<file path="src/rtl/ct_mod_updn_pkg.sv">
// Shared types and constants for the modulo up/down counter.
// State encoding and minimum legal runtime modulus.
package ct_pkg;

    typedef enum logic [1:0] {
        IDLE = 2'd0,
        RUN  = 2'd1,
        DONE = 2'd2
    } ct_state_e;

    localparam int MIN_MOD = 2;

endpackage

</file>
<file path="src/rtl/ct_mod_updn_if.sv">
// Control/status bundle of the modulo up/down counter.
// slave is the counter side, master the driving side.
interface ct_mod_updn_if #(
    parameter int W = 7
);
    logic         en;
    logic         up;
    logic         load;
    logic [W-1:0] load_val;
    logic [W-1:0] mod_val;
    logic         one_shot;
    logic         start;
    logic [W-1:0] ct_out;
    logic         z;
    logic         tc;
    logic         wrap;
    logic         busy;

    modport slave (
        input  en,
        input  up,
        input  load,
        input  load_val,
        input  mod_val,
        input  one_shot,
        input  start,
        output ct_out,
        output z,
        output tc,
        output wrap,
        output busy
    );

    modport master (
        output en,
        output up,
        output load,
        output load_val,
        output mod_val,
        output one_shot,
        output start,
        input  ct_out,
        input  z,
        input  tc,
        input  wrap,
        input  busy
    );

endinterface

</file>
<file path="src/rtl/ct_mod_updn_next.sv">
// Next-count and wrap computation for one up/down step modulo M.
// M is one bit wider than the count so M = 2**W is representable.
module ct_mod_next #(
    parameter int W = 7
) (
    input  logic [W-1:0] i_ct,
    input  logic [W:0]   i_m,
    input  logic         i_up,
    output logic [W-1:0] o_nxt,
    output logic         o_wrap
);

    localparam logic [W:0]   M_ONE  = (W+1)'(1);
    localparam logic [W-1:0] CT_ONE = W'(1);

    logic [W:0] w_ct;
    logic [W:0] w_mt;

    assign w_ct = {1'b0, i_ct};
    assign w_mt = i_m - M_ONE;

    always_comb begin
        o_nxt  = i_ct;
        o_wrap = 1'b0;
        if (i_up) begin
            if (w_ct >= w_mt) begin
                o_nxt  = '0;
                o_wrap = 1'b1;
            end else begin
                o_nxt = i_ct + CT_ONE;
            end
        end else begin
            // out-of-range counts re-enter at the top
            if ((i_ct == '0) || (w_ct >= i_m)) begin
                o_nxt  = w_mt[W-1:0];
                o_wrap = 1'b1;
            end else begin
                o_nxt = i_ct - CT_ONE;
            end
        end
    end

endmodule

</file>
<file path="src/rtl/ct_mod_updn.sv">
// Modulo-M up/down counter with load, one-shot FSM and cascade carry.
// Runtime modulus falls back to N_DEF when mod_val is below 2.
module ct_mod_updn
    import ct_pkg::*;
#(
    parameter int W     = 7,
    parameter int N_DEF = 60
) (
    input  logic                  clk,
    input  logic                  rst_n,
    ct_mod_updn_if.slave          bus
);

    generate
        if ((N_DEF < MIN_MOD) || (N_DEF > (2**W))) begin : g_bad_ndef
            $fatal(1, "ct_mod_updn: N_DEF out of range");
        end
    endgenerate

    localparam logic [W:0] M_DEF = (W+1)'(N_DEF);
    localparam logic [W:0] M_MIN = (W+1)'(MIN_MOD);
    localparam logic [W:0] M_ONE = (W+1)'(1);

    ct_state_e    r_state;
    ct_state_e    w_state_nxt;
    logic [W-1:0] r_ct;
    logic         r_wrap;

    logic [W:0]   w_mv;
    logic [W:0]   w_m;
    logic [W:0]   w_mt;
    logic [W-1:0] w_nxt;
    logic         w_wrap;
    logic         w_run;
    logic         w_step;
    logic         w_z;
    logic [W-1:0] w_ld;

    assign w_mv = {1'b0, bus.mod_val};
    assign w_m  = (w_mv >= M_MIN) ? w_mv : M_DEF;
    assign w_mt = w_m - M_ONE;

    ct_mod_next #(
        .W (W)
    ) u_next (
        .i_ct   (r_ct),
        .i_m    (w_m),
        .i_up   (bus.up),
        .o_nxt  (w_nxt),
        .o_wrap (w_wrap)
    );

    assign w_run  = (r_state == RUN);
    assign w_step = bus.en & w_run & ~bus.load;

    assign w_ld = ({1'b0, bus.load_val} >= w_m)
                ? w_mt[W-1:0]
                : bus.load_val;

    assign w_z = bus.up ? ({1'b0, r_ct} == w_mt)
                        : (r_ct == '0);

    always_comb begin
        w_state_nxt = r_state;
        unique case (r_state)
            IDLE: begin
                if (bus.start) begin
                    w_state_nxt = RUN;
                end
            end
            RUN: begin
                // one_shot only matters at the wrapping step
                if (w_step && w_wrap && bus.one_shot) begin
                    w_state_nxt = DONE;
                end
            end
            DONE: begin
                if (bus.start) begin
                    w_state_nxt = RUN;
                end
            end
            default: begin
                w_state_nxt = IDLE;
            end
        endcase
    end

    always_ff @(posedge clk) begin
        if (!rst_n) begin
            r_state <= IDLE;
        end else begin
            r_state <= w_state_nxt;
        end
    end

    always_ff @(posedge clk) begin
        if (!rst_n) begin
            r_ct   <= '0;
            r_wrap <= 1'b0;
        end else if (bus.load) begin
            r_ct   <= w_ld;
            r_wrap <= 1'b0;
        end else if (w_step) begin
            r_ct   <= w_nxt;
            r_wrap <= w_wrap;
        end else begin
            r_wrap <= 1'b0;
        end
    end

    assign bus.ct_out = r_ct;
    assign bus.z      = w_z;
    assign bus.tc     = w_z & w_step;
    assign bus.wrap   = r_wrap;
    assign bus.busy   = w_run;

endmodule

</file>
<file path="src/flat_wrapper.sv">
// flat-port wrapper written by rule: the top's interface ports become plain ports
module ct_mod_updn_flat import ct_pkg::*;
#(
    parameter int W     = 7,
    parameter int N_DEF = 60
)
  (clk, rst_n, bus_en, bus_up, bus_load, bus_load_val, bus_mod_val, bus_one_shot, bus_start, bus_ct_out, bus_z, bus_tc, bus_wrap, bus_busy);
  ct_mod_updn_if #(.W(W)) bus_i ();
  input  logic clk;
  input  logic rst_n;
  input wire logic [$bits(bus_i.en)-1:0] bus_en;
  input wire logic [$bits(bus_i.up)-1:0] bus_up;
  input wire logic [$bits(bus_i.load)-1:0] bus_load;
  input wire logic [$bits(bus_i.load_val)-1:0] bus_load_val;
  input wire logic [$bits(bus_i.mod_val)-1:0] bus_mod_val;
  input wire logic [$bits(bus_i.one_shot)-1:0] bus_one_shot;
  input wire logic [$bits(bus_i.start)-1:0] bus_start;
  output wire logic [$bits(bus_i.ct_out)-1:0] bus_ct_out;
  output wire logic [$bits(bus_i.z)-1:0] bus_z;
  output wire logic [$bits(bus_i.tc)-1:0] bus_tc;
  output wire logic [$bits(bus_i.wrap)-1:0] bus_wrap;
  output wire logic [$bits(bus_i.busy)-1:0] bus_busy;
  assign bus_i.en = bus_en;
  assign bus_i.up = bus_up;
  assign bus_i.load = bus_load;
  assign bus_i.load_val = bus_load_val;
  assign bus_i.mod_val = bus_mod_val;
  assign bus_i.one_shot = bus_one_shot;
  assign bus_i.start = bus_start;
  assign bus_ct_out = bus_i.ct_out;
  assign bus_z = bus_i.z;
  assign bus_tc = bus_i.tc;
  assign bus_wrap = bus_i.wrap;
  assign bus_busy = bus_i.busy;
  ct_mod_updn #(.W(W), .N_DEF(N_DEF)) u_core (.clk(clk), .rst_n(rst_n), .bus(bus_i));
endmodule
</file>
<file path="config.mk">
export PLATFORM = sky130hd
export DESIGN_NAME = ct_mod_updn_flat
export DESIGN_NICKNAME = d
export VERILOG_FILES = /design/src/rtl/ct_mod_updn_pkg.sv /design/src/rtl/ct_mod_updn_if.sv /design/src/rtl/ct_mod_updn_next.sv /design/src/rtl/ct_mod_updn.sv /design/src/flat_wrapper.sv
export SDC_FILE = /design/constraint.sdc
export NUM_CORES = 1
export LEC_CHECK = 0
export BUFFER_PORTS_ARGS = -buffer_cell sky130_fd_sc_hd__buf_2
export CAP_MARGIN = 20
export CORE_MARGIN = 2
export CORE_UTILIZATION = 45
export DETAILED_ROUTE_END_ITERATION = 10
export GPL_ROUTABILITY_DRIVEN = 0
export GPL_TIMING_DRIVEN = 0
export PLACE_DENSITY = 0.77
export SYNTH_ARGS = -nofsm -noshare
export SYNTH_HDL_FRONTEND = slang
export SYNTH_HIERARCHICAL = 1
export SYNTH_SLANG_ARGS = --single-unit
export TNS_END_PERCENT = 20
</file>
<file path="constraint.sdc">
create_clock -name clk -period 5.2 [get_ports clk]
set_input_delay 0.26 -clock clk [delete_from_list [all_inputs] [get_ports clk]]
set_output_delay 0.26 -clock clk [all_outputs]
set_load 0.03 [all_outputs]
</file>
==> results.sh, run 1 <==
export IMPL_status="completed"
export IMPL_crit_path_start="bus_mod_val[4]"
export IMPL_antenna_found_initial=0
export IMPL_cp_endpoint="u_core/bus.ct_out[5]"
export IMPL_crit_path_start_kind="input port"
export IMPL_critPathMaxFanout=8
export IMPL_row_count=24
export IMPL_drtAntennaViolNets=0
export IMPL_ys_ff_latch=10
export IMPL_postPlaceCellArea_sq_um=2188
export IMPL_power_density_nw_per_um2=214.5
export IMPL_die_area_sq_um=4925
export IMPL_place_inst=344
export IMPL_yosysUniqueCellTypes=62
export IMPL_synth_async_sr_flop_share=0
export IMPL_pwr_share_clk=0.203
export IMPL_grt_pass1_wl_mm=8.349
export IMPL_finalHoldViolCount=0
export IMPL_ys_seq_area_frac=0.1016
export IMPL_hold_worst_slack_ns=0.3227
export IMPL_fin_skew_ns=0.005261
export IMPL_internal_power_mw=0.2734
export IMPL_finalInstanceArea_sq_um=2243
export IMPL_fin_cells=348
export IMPL_io_pins=32
export IMPL_yosysMostFrequentCell="ha_1"
export IMPL_post_cts_resized=0
export IMPL_routed_wl_mm=5.060
export IMPL_clkSinkCount=10
export IMPL_clk_pin_slew_worst_paths_ns=0.05
export IMPL_seqPwrFrac=0.233
export IMPL_root_buffer="clkbuf_8"
export IMPL_relSlewSlack=0.6275
export IMPL_diodes=0
export IMPL_rsz0062_at_grt="no"
export IMPL_grt_pass1_vias=1779
export IMPL_dpl_hpwl_mm=4.021
export IMPL_syn2layout_area_growth_pct=13.84
export IMPL_regToRegSetupSlack_ns=2.37
export IMPL_postSynthAreaPerCell_sq_um=7.550
export IMPL_synth_edf_count=0
export IMPL_grt_max_degree=14
export IMPL_hold_buffers=0
export IMPL_wire_per_inst_um=14.54
export IMPL_synth_area_leaders="ha_1 15%, dfxtp_1 10%, xnor2_1 5.8%"
export IMPL_synth_cells=261
export IMPL_multi_input_area_sq_um=1615
export IMPL_slew_viol_final=0
export IMPL_worstReg2RegStart="u_core/bus.ct_out[5]"
export IMPL_cap_viol_max_count=0
export IMPL_finalSetupViolCount=0
export IMPL_die_x_um=70.18
export IMPL_drive_above_1_share=0.1892
export IMPL_tightest_slew_ns=0.5580
export IMPL_core_area_sq_um=4294
export IMPL_period_needed_ns=3.939
export IMPL_max_freq_ghz=0.2539
export IMPL_synth_top_area_cell="ha_1"
export IMPL_clockBufferDepth=2
export IMPL_start_util=0.4589
export IMPL_port_buffers=29
export IMPL_firstDrtPassIters=5
export IMPL_grtUsageTotal=0.2064
export IMPL_nFillCells=414
export IMPL_cts_made_buffers=3
export IMPL_clk_latency_ns=0.24
export IMPL_synth_area_sq_um=1971
export IMPL_cts_tree="yes"
export IMPL_h_tree_depth=1
export IMPL_pwr_share_comb=0.563
export IMPL_synth_warnings=6
export IMPL_hp_class="input port to register"
export IMPL_reg2regPathDepth=10
export IMPL_worstSetupPathType="input port to register"
export IMPL_fp_dieH_um=70.18
export IMPL_drt_iter0_markers=43
export IMPL_reg2reg_to="u_core/bus.ct_out[5]"
export IMPL_hold_depth=3
export IMPL_seqCellArea_sq_um=200.2
export IMPL_period_share=0.7574
export IMPL_vias=2011
export IMPL_nets=342
export IMPL_cp_end_kind="register"
export IMPL_drcViolationCount=0
export IMPL_peakVddDrop_uv=116.6
export IMPL_cp_arrival_ns=4.09
export IMPL_p_leak_nw=1.053
export IMPL_grt_ovfl_total=0
export IMPL_cts_setup_buffers=0
export IMPL_swShare=0.4320
export IMPL_ys_flop_type="dfxtp_1"
export IMPL_power_switching_mw=0.2079
export IMPL_synth_commonest_cells="24 x ha_1, 22 x nor2_1, 21 x inv_1, 16 x nand3_1, 15 x nand2_1"
export IMPL_worstPathRequired_ns=5.35
export IMPL_setup_tns_ns=0
export IMPL_synth_top_cell_area_share=0.1524
export IMPL_vias_per_cell=5.779
## state kept, by name (all words and copies together) (netlist names)
register           cells
u_core/bus.ct_out      7
u_core/bus.wrap        1
u_core/r_state         2
## stage by stage
stage                     power, mW    util  worst slack, ns
after global placement       0.3762  0.5096            1.135
final                        0.4813  0.5224            1.261
after floorplan              0.3134       -            1.593
after global routing         0.5190  0.5224           0.8955
after CTS                    0.4806  0.5224            1.310
after detailed placement     0.3815  0.5096            1.085
## cell families (layout without fill, tap and decap cells)
group	count (synthesis)	count (layout)	share of synthesized area
simple gates	96	96	0.2743
compound gates	66	66	0.2470
buf+inv	34	67	0.08254
fa+ha+maj	24	24	0.1524
xor+xnor	23	23	0.1022
flops	10	10	0.1016
mux	7	7	0.03809
other cells	1	3	0.001903
## power groups by stage
stage,logic [mW],registers [mW],clock network (mW)
floorplan,0.195,0.118,0
global placement,0.262,0.114,0
detailed placement,0.268,0.114,0
CTS,0.269,0.113,0.0990
global route,0.300,0.115,0.104
finish,0.271,0.112,0.0979
## layout make-up
type	count	share of cell area
Clock buffer	4	0.02454
Multi-Input combinational cell	219	0.7200
Inverter	23	0.03848
Timing Repair Buffer	29	0.06470
Buffer	11	0.03402
Tap cell	52	0.02900
Sequential cell	10	0.08924
## how the worst min path moves through the flow
stage	startpoint	to	slack, ns
after floorplan	bus_one_shot	u_core/r_state[1]	0.44
final	bus_start	u_core/r_state[1]	0.32
after global routing	bus_start	u_core/r_state[1]	0.33
after CTS	bus_start	u_core/r_state[1]	0.32
after detailed placement	u_core/r_state[0]	u_core/r_state[1]	0.55
after global placement	u_core/r_state[0]	u_core/r_state[1]	0.53
## worst max-delay path, stage by stage
cell and delay [ns]:
buf_2 0.15, nor4_4 0.45, nand2_1 0.15, nand2_1 0.16, inv_1 0.14, inv_1 0.12, ha_1 0.19, nor3b_1 0.27
and3_1 0.22, xnor2_1 0.15, ha_1 0.28, and3_1 0.20, a221o_1 0.29, a31oi_1 0.22, o21ai_2 0.16, o2bb2ai_1 0.17
nor3b_1 0.21, a21oi_1 0.08, o221ai_1 0.22
## cell usage in the layout, fill, tap and decap left out, types with 2 or more instances in the layout
| cell type | instances |
|---|---|
| a211o_1 | 3 |
| a21bo_2 | 2 |
| a21o_1 | 2 |
| a21oi_1 | 14 |
| a31oi_1 | 2 |
| and3_1 | 5 |
| buf_2 | 30 |
| buf_6 | 4 |
| clkbuf_1 | 5 |
| clkbuf_8 | 4 |
| conb_1 | 3 |
| dfxtp_1 | 10 |
| ha_1 | 24 |
| inv_1 | 21 |
| mux2i_1 | 6 |
| nand2_1 | 15 |
| nand2b_1 | 3 |
| nand3_1 | 16 |
| nand4_1 | 3 |
| nor2_1 | 22 |
| nor2b_1 | 4 |
| nor3_1 | 6 |
| nor3b_1 | 7 |
| nor4_1 | 2 |
| o2111ai_1 | 2 |
| o211ai_1 | 5 |
| o21ai_0 | 9 |
| o21ai_1 | 3 |
| o221ai_1 | 5 |
| o2bb2ai_1 | 4 |
| or3_1 | 2 |
| xnor2_1 | 13 |
| xor2_1 | 10 |
## routing by layer
metal	vias up	part of all wire	global-route usage
li1	1029	-	-
met1	929	0.48	0.2890
met2	48	0.47	0.3418
met3	5	0.034	0.01732
met4	0	0.012	0.05128
met5	-	0	0
Note: power is estimated with default switching activity, not from simulation.
==> inputs of run 2 (changes only) <==
Clock period 5.2 ns to 4.1 ns, I/O delays scaled along.
==> run 2 against run 1 <==
Register-to-register slack lost 1.1 ns. First-iteration DRC count increased by 65%. Sequential power rose by 27%. Wire length increased by 0.43%. Global-route usage unchanged. Clock power is 27% higher. Worst hold slack got worse by 0.055 ns. Non-clock buffer count is 1 higher. Power grew 27%. Via count down 0.45%. Critical path depth did not move. Critical endpoint unchanged. Largest cell class unchanged. Largest power group unchanged.
==> results.sh, run 2 (synthesized netlist as in run 1, its figures left out) <==
export IMPL_cts_made_buffers=3
export IMPL_finalSetupViolCount=0
export IMPL_hold_buffers=0
export IMPL_post_cts_resized=0
export IMPL_nFillCells=415
export IMPL_vias_per_cell=5.736
export IMPL_syn2layout_area_growth_pct=14.22
export IMPL_critPathMaxFanout=7
export IMPL_vias=2002
export IMPL_slew_viol_final=0
export IMPL_grt_pass1_wl_mm=8.349
export IMPL_cap_viol_max_count=0
export IMPL_drtAntennaViolNets=0
export IMPL_drcViolationCount=0
export IMPL_firstDrtPassIters=4
export IMPL_setup_ws_ns=0.3750
export IMPL_clk_latency_ns=0.23
export IMPL_finalHoldViolCount=0
export IMPL_row_count=24
export IMPL_port_buffers=29
export IMPL_cp_num_buf_inv=3
export IMPL_antenna_found_initial=0
export IMPL_mostFrequentLayoutCell="buf_2"
export IMPL_crit_path_start_kind="input port"
export IMPL_clockBufferDepth=2
export IMPL_p_leak_nw=1.058
export IMPL_grtUsageTotal=0.2064
export IMPL_cpPeakStageDelay_ns=0.32
export IMPL_h_tree_depth=1
export IMPL_fin_skew_ns=0.004482
export IMPL_clkSinkCount=10
export IMPL_finalInstanceArea_sq_um=2251
export IMPL_core_area_sq_um=4294
export IMPL_cp_end_kind="register"
export IMPL_fp_dieH_um=70.18
export IMPL_grt_max_degree=14
export IMPL_period_share=0.9085
export IMPL_cts_tree="yes"
export IMPL_max_freq_ghz=0.2685
export IMPL_start_util=0.4589
export IMPL_setup_tns_ns=0
export IMPL_io_pins=32
export IMPL_crit_path_cell_trace="buf_2 > nor4_4 > nand2_1 > nand2_1 > inv_1 > inv_1 > ha_1 > nor3b_1 > and3_1 > xnor2_1 > ha_1 > and3_1 > a221o_1 > a31oi_1 > o21ai_2 > o2bb2ai_1 > nor3b_1 > a21oi_1 > o221ai_1"
export IMPL_wire_per_inst_um=14.56
export IMPL_dpl_hpwl_mm=4.021
export IMPL_place_ws_ns=0.04047
export IMPL_die_area_sq_um=4925
export IMPL_cp_arrival_ns=3.87
export IMPL_tightest_slew_ns=0.5608
export IMPL_power_density_nw_per_um2=270.9
export IMPL_rsz0062_at_grt="no"
export IMPL_die_x_um=70.18
export IMPL_largest_register_ffs=7
export IMPL_crit_family="simple AND/OR/NAND/NOR gates"
export IMPL_relSlewSlack=0.6256
export IMPL_nets=343
export IMPL_grt_ovfl_total=0
export IMPL_slowest_stage="nor4_4"
export IMPL_hp_class="input port to register"
export IMPL_diodes=0
export IMPL_drive_above_1_share=0.1919
export IMPL_routed_wl_mm=5.082
export IMPL_layout_common_cells="30 x buf_2, 24 x ha_1, 22 x nor2_1"
export IMPL_worstSetupPathType="input port to register"
export IMPL_postPlaceCellArea_sq_um=2188
export IMPL_status="completed"
export IMPL_cts_setup_buffers=0
export IMPL_hold_worst_slack_ns=0.2679
export IMPL_drt_iter0_markers=71
export IMPL_final_core_util=0.5242
export IMPL_worstPathRequired_ns=4.25
export IMPL_grt_pass1_vias=1779
export IMPL_root_buffer="clkbuf_8"
export IMPL_period_needed_ns=3.725
export IMPL_peakVddDrop_uv=147.6
export IMPL_clk_pin_slew_worst_paths_ns=0.05
-- run 2: cell count changes in the layout (fill, tap and decap cells not counted), sizes merged --
cell,change
buf,+1
-- run 2: routing by layer --
layer,up-vias,GRT usage,share of wire
met5,-,0,0
met4,0,0.05128,0.012
met3,5,0.01732,0.029
met2,43,0.3418,0.47
met1,925,0.2890,0.49
li1,1029,-,-
-- run 2: cell type report --
class / count / area (sq um) / share of cell area
Multi-Input combinational cell: 219 / 1615 / 0.7176
Sequential cell: 10 / 200.2 / 0.08894
Timing Repair Buffer: 30 / 152.6 / 0.06782
Inverter: 23 / 86.33 / 0.03835
Buffer: 11 / 76.32 / 0.03391
Tap cell: 52 / 65.06 / 0.02890
Clock buffer: 4 / 55.05 / 0.02446
-- run 2: stage by stage --
stage | cells | power (mW)
2_1_floorplan | 263 | 0.3975
3_3_place_gp | 344 | 0.4771
3_5_place_dp | 344 | 0.4839
4_1_cts | 348 | 0.6096
5_1_grt | 349 | 0.6586
6_report | 349 | 0.6099
-- run 2: worst paths after layout --
| kind | start | depth (start not counted) | end | slack, ns |
|---|---|---|---|---|
| worst max-delay path | bus_mod_val[4] | 19 | u_core/bus.ct_out[5] | 0.37 |
| worst min-delay path | bus_start | 3 | u_core/r_state[1] | 0.27 |
| worst min register to register | u_core/r_state[0] | 2 | u_core/r_state[1] | 0.57 |
| worst max register to register | u_core/bus.ct_out[5] | 10 | u_core/bus.ct_out[5] | 1.28 |
-- run 2: worst reg2reg max path, delay by kind of cell (launching register included) --
kind,cells,cell delay [ns]
adder cells (fa/ha/maj),1,0.35
buffers and inverters,1,0.19
AO/OA/AOI/OAI,5,0.84
multiplexers,1,0.20
flip-flops,1,0.67
AND/OR/NAND/NOR,2,0.48
-- run 2: where the power goes --
group          switching, mW  total (mW)  leakage (nW)  internal [mW]
Clock                 0.0391       0.124        0.0288         0.0844
Sequential            0.0346       0.142        0.0825          0.108
Combinational          0.189       0.344         0.947          0.155
==> inputs of run 3 (changes only) <==
Settings changed: PLACE_DENSITY 0.77 to 0.67, SYNTH_HIERARCHICAL 1 to default.
==> run 3 against run 2 <==
Worst setup slack better by 0.40 ns. Area after synthesis shrank 19%. Via count decreased by 17%. Worst hold slack got worse by 0.096 ns. Clock power down 43%. Power fell by 21%.
==> results.sh, run 3 <==
export IMPL_synth_nets=255
export IMPL_largest_register_ffs=7
export IMPL_grt_max_degree=11
export IMPL_cp_endpoint="u_core.bus.ct_out[2]"
export IMPL_h_tree_depth=1
export IMPL_nets=287
export IMPL_synth_async_sr_flop_share=0
export IMPL_port_buffers=27
export IMPL_finalHoldViolCount=0
export IMPL_rsz0062_at_grt="no"
export IMPL_synth_edf_count=0
export IMPL_worstSetupPathType="input port to register"
export IMPL_drt_iter0_markers=148
export IMPL_reg2regPathDepth=9
export IMPL_critPathMaxFanout=8
export IMPL_routed_wl_mm=4.251
export IMPL_place_ws_ns=0.5695
export IMPL_cp_arrival_ns=3.45
export IMPL_regToRegSetupSlack_ns=1.43
export IMPL_yosysUniqueCellTypes=57
export IMPL_hold_buffers=0
export IMPL_power_mw=0.4807
export IMPL_drive_above_1_share=0.2254
export IMPL_setup_ws_ns=0.7750
export IMPL_synth_top_area_cell="ha_1"
export IMPL_grt_pass1_wl_mm=7.134
export IMPL_diodes=0
export IMPL_cts_made_buffers=3
export IMPL_postSynthAreaPerCell_sq_um=7.455
export IMPL_hp_class="input port to register"
export IMPL_grt_pass1_vias=1478
export IMPL_peakVddDrop_uv=200.6
export IMPL_synth_top_cell_area_share=0.1569
export IMPL_drtAntennaViolNets=0
export IMPL_io_pins=32
export IMPL_period_needed_ns=3.325
export IMPL_cp_end_kind="register"
export IMPL_vias=1662
export IMPL_synth_commonest_cells="20 x ha_1, 20 x nand2_1, 18 x nor2_1, 15 x inv_1, 15 x o21ai_0"
export IMPL_finalSetupViolCount=0
export IMPL_syn2layout_area_growth_pct=13.49
export IMPL_finalInstanceArea_sq_um=1810
export IMPL_fin_skew_ns=0.01360
export IMPL_slowest_stage="nor4_1"
export IMPL_firstDrtPassIters=4
export IMPL_start_util=0.4743
export IMPL_status="completed"
export IMPL_period_share=0.8110
export IMPL_cts_setup_buffers=0
export IMPL_die_x_um=63.54
export IMPL_drcViolationCount=0
export IMPL_ys_seq_area_frac=0.1255
export IMPL_row_count=21
export IMPL_worstPathRequired_ns=4.23
export IMPL_relSlewSlack=0.4907
export IMPL_grtUsageTotal=0.2222
export IMPL_cap_viol_max_count=0
export IMPL_layout_common_cells="30 x buf_2, 20 x nand2_1, 20 x ha_1"
export IMPL_core_area_sq_um=3363
export IMPL_die_area_sq_um=4037
export IMPL_tightest_slew_ns=0.7640
export IMPL_postPlaceCellArea_sq_um=1788
export IMPL_post_cts_resized=0
export IMPL_clkSinkCount=10
export IMPL_setup_tns_ns=0
export IMPL_ys_flop_type="dfxtp_1"
export IMPL_reg2reg_to="u_core.bus.ct_out[2]"
export IMPL_crit_path_start_kind="input port"
export IMPL_root_buffer="clkbuf_4"
export IMPL_worstReg2RegStart="u_core.bus.ct_out[0]"
export IMPL_crit_path_cell_trace="buf_2 > nor4_1 > nor3b_2 > nand2b_1 > inv_2 > ha_1 > nor2b_1 > maj3_1 > maj3_1 > o21ai_2 > nor2_1 > a221oi_1 > o31ai_1"
export IMPL_max_freq_ghz=0.3008
export IMPL_vias_per_cell=5.731
export IMPL_slew_viol_final=0
export IMPL_clk_latency_ns=0.28
export IMPL_power_density_nw_per_um2=265.5
export IMPL_synth_warnings=0
export IMPL_p_leak_nw=0.8173
export IMPL_clockBufferDepth=2
export IMPL_cpPeakStageDelay_ns=0.44
export IMPL_grt_ovfl_total=0
export IMPL_synth_area_sq_um=1595
export IMPL_antenna_found_initial=0
export IMPL_synth_cells=214
export IMPL_clk_pin_slew_worst_paths_ns=0.08
export IMPL_cts_tree="yes"
export IMPL_dpl_hpwl_mm=3.450
export IMPL_mostFrequentLayoutCell="buf_2"
export IMPL_wire_per_inst_um=14.66
export IMPL_crit_path_frequent_cell="maj3_1"
export IMPL_synth_area_leaders="ha_1 16%, dfxtp_1 13%, nand2_1 4.7%"
export IMPL_fp_dieH_um=63.54
export IMPL_crit_path_start="bus_mod_val[1]"
export IMPL_timing_hold_worst_start="bus_load"
export IMPL_ys_ff_latch=10
run 3: area by class of cell:
| cell class | count | area, sq um |
|---|---|---|
| buffer | 9 | 60.06 |
| tap | 46 | 57.56 |
| clock buffer | 3 | 22.52 |
| multi-input combinational | 179 | 1275 |
| fill | 382 | 1553 |
| inverter | 16 | 60.06 |
| timing repair buffer | 27 | 135.1 |
| sequential | 10 | 200.2 |
run 3: worst max-delay path: cells and delay by family:
kind | cells | cell delay (ns)
simple gates | 5 | 1.23
compound gates | 3 | 0.73
buf+inv | 2 | 0.27
fa+ha+maj | 3 | 1.01
run 3: kinds of logic (layout without fill, tap and decap cells):
kind of cell             count (synthesis)  count (layout)  share of synthesized area
AO/OA/AOI/OAI                           65              65                     0.2910
XOR/XNOR                                 8               8                    0.04863
adder cells (fa/ha/maj)                 22              22                     0.1694
buffers and inverters                   25              55                    0.07528
flip-flops                              10              10                     0.1255
multiplexers                             2               2                    0.01255
AND/OR/NAND/NOR                         82              82                     0.2776
run 3: worst min path at each step:
stage | to | depth (start not counted)
6_report | u_core.bus.ct_out[6] | 2
5_1_grt | u_core.bus.ct_out[6] | 2
4_1_cts | u_core.bus.ct_out[6] | 2
3_5_place_dp | u_core.r_state[0] | 1
3_3_place_gp | u_core.r_state[0] | 1
2_1_floorplan | u_core.bus.ct_out[6] | 1
run 3: per-stage QoR:
stage               hold WS (ns)  utilization  instances
floorplan                 0.2916            -        214
global placement          0.4469       0.5316        287
detailed placement        0.4497       0.5316        287
CTS                       0.1764       0.5383        290
global route              0.1860       0.5383        290
finish                    0.1720       0.5383        290
run 3: metal layers:
metal	part of all wire	wire (um)	GRT usage
met5	0	0	0
met1	0.48	2036	0.3102
met2	0.47	2003	0.3605
met3	0.046	197	0.03393
met4	0.0031	13	0.04620
run 3: report_power, final:
part	internal, mW	total, mW	switching [mW]
Sequential	0.107	0.122	0.0152
Combinational	0.119	0.287	0.168
Clock	0.0340	0.0709	0.0370
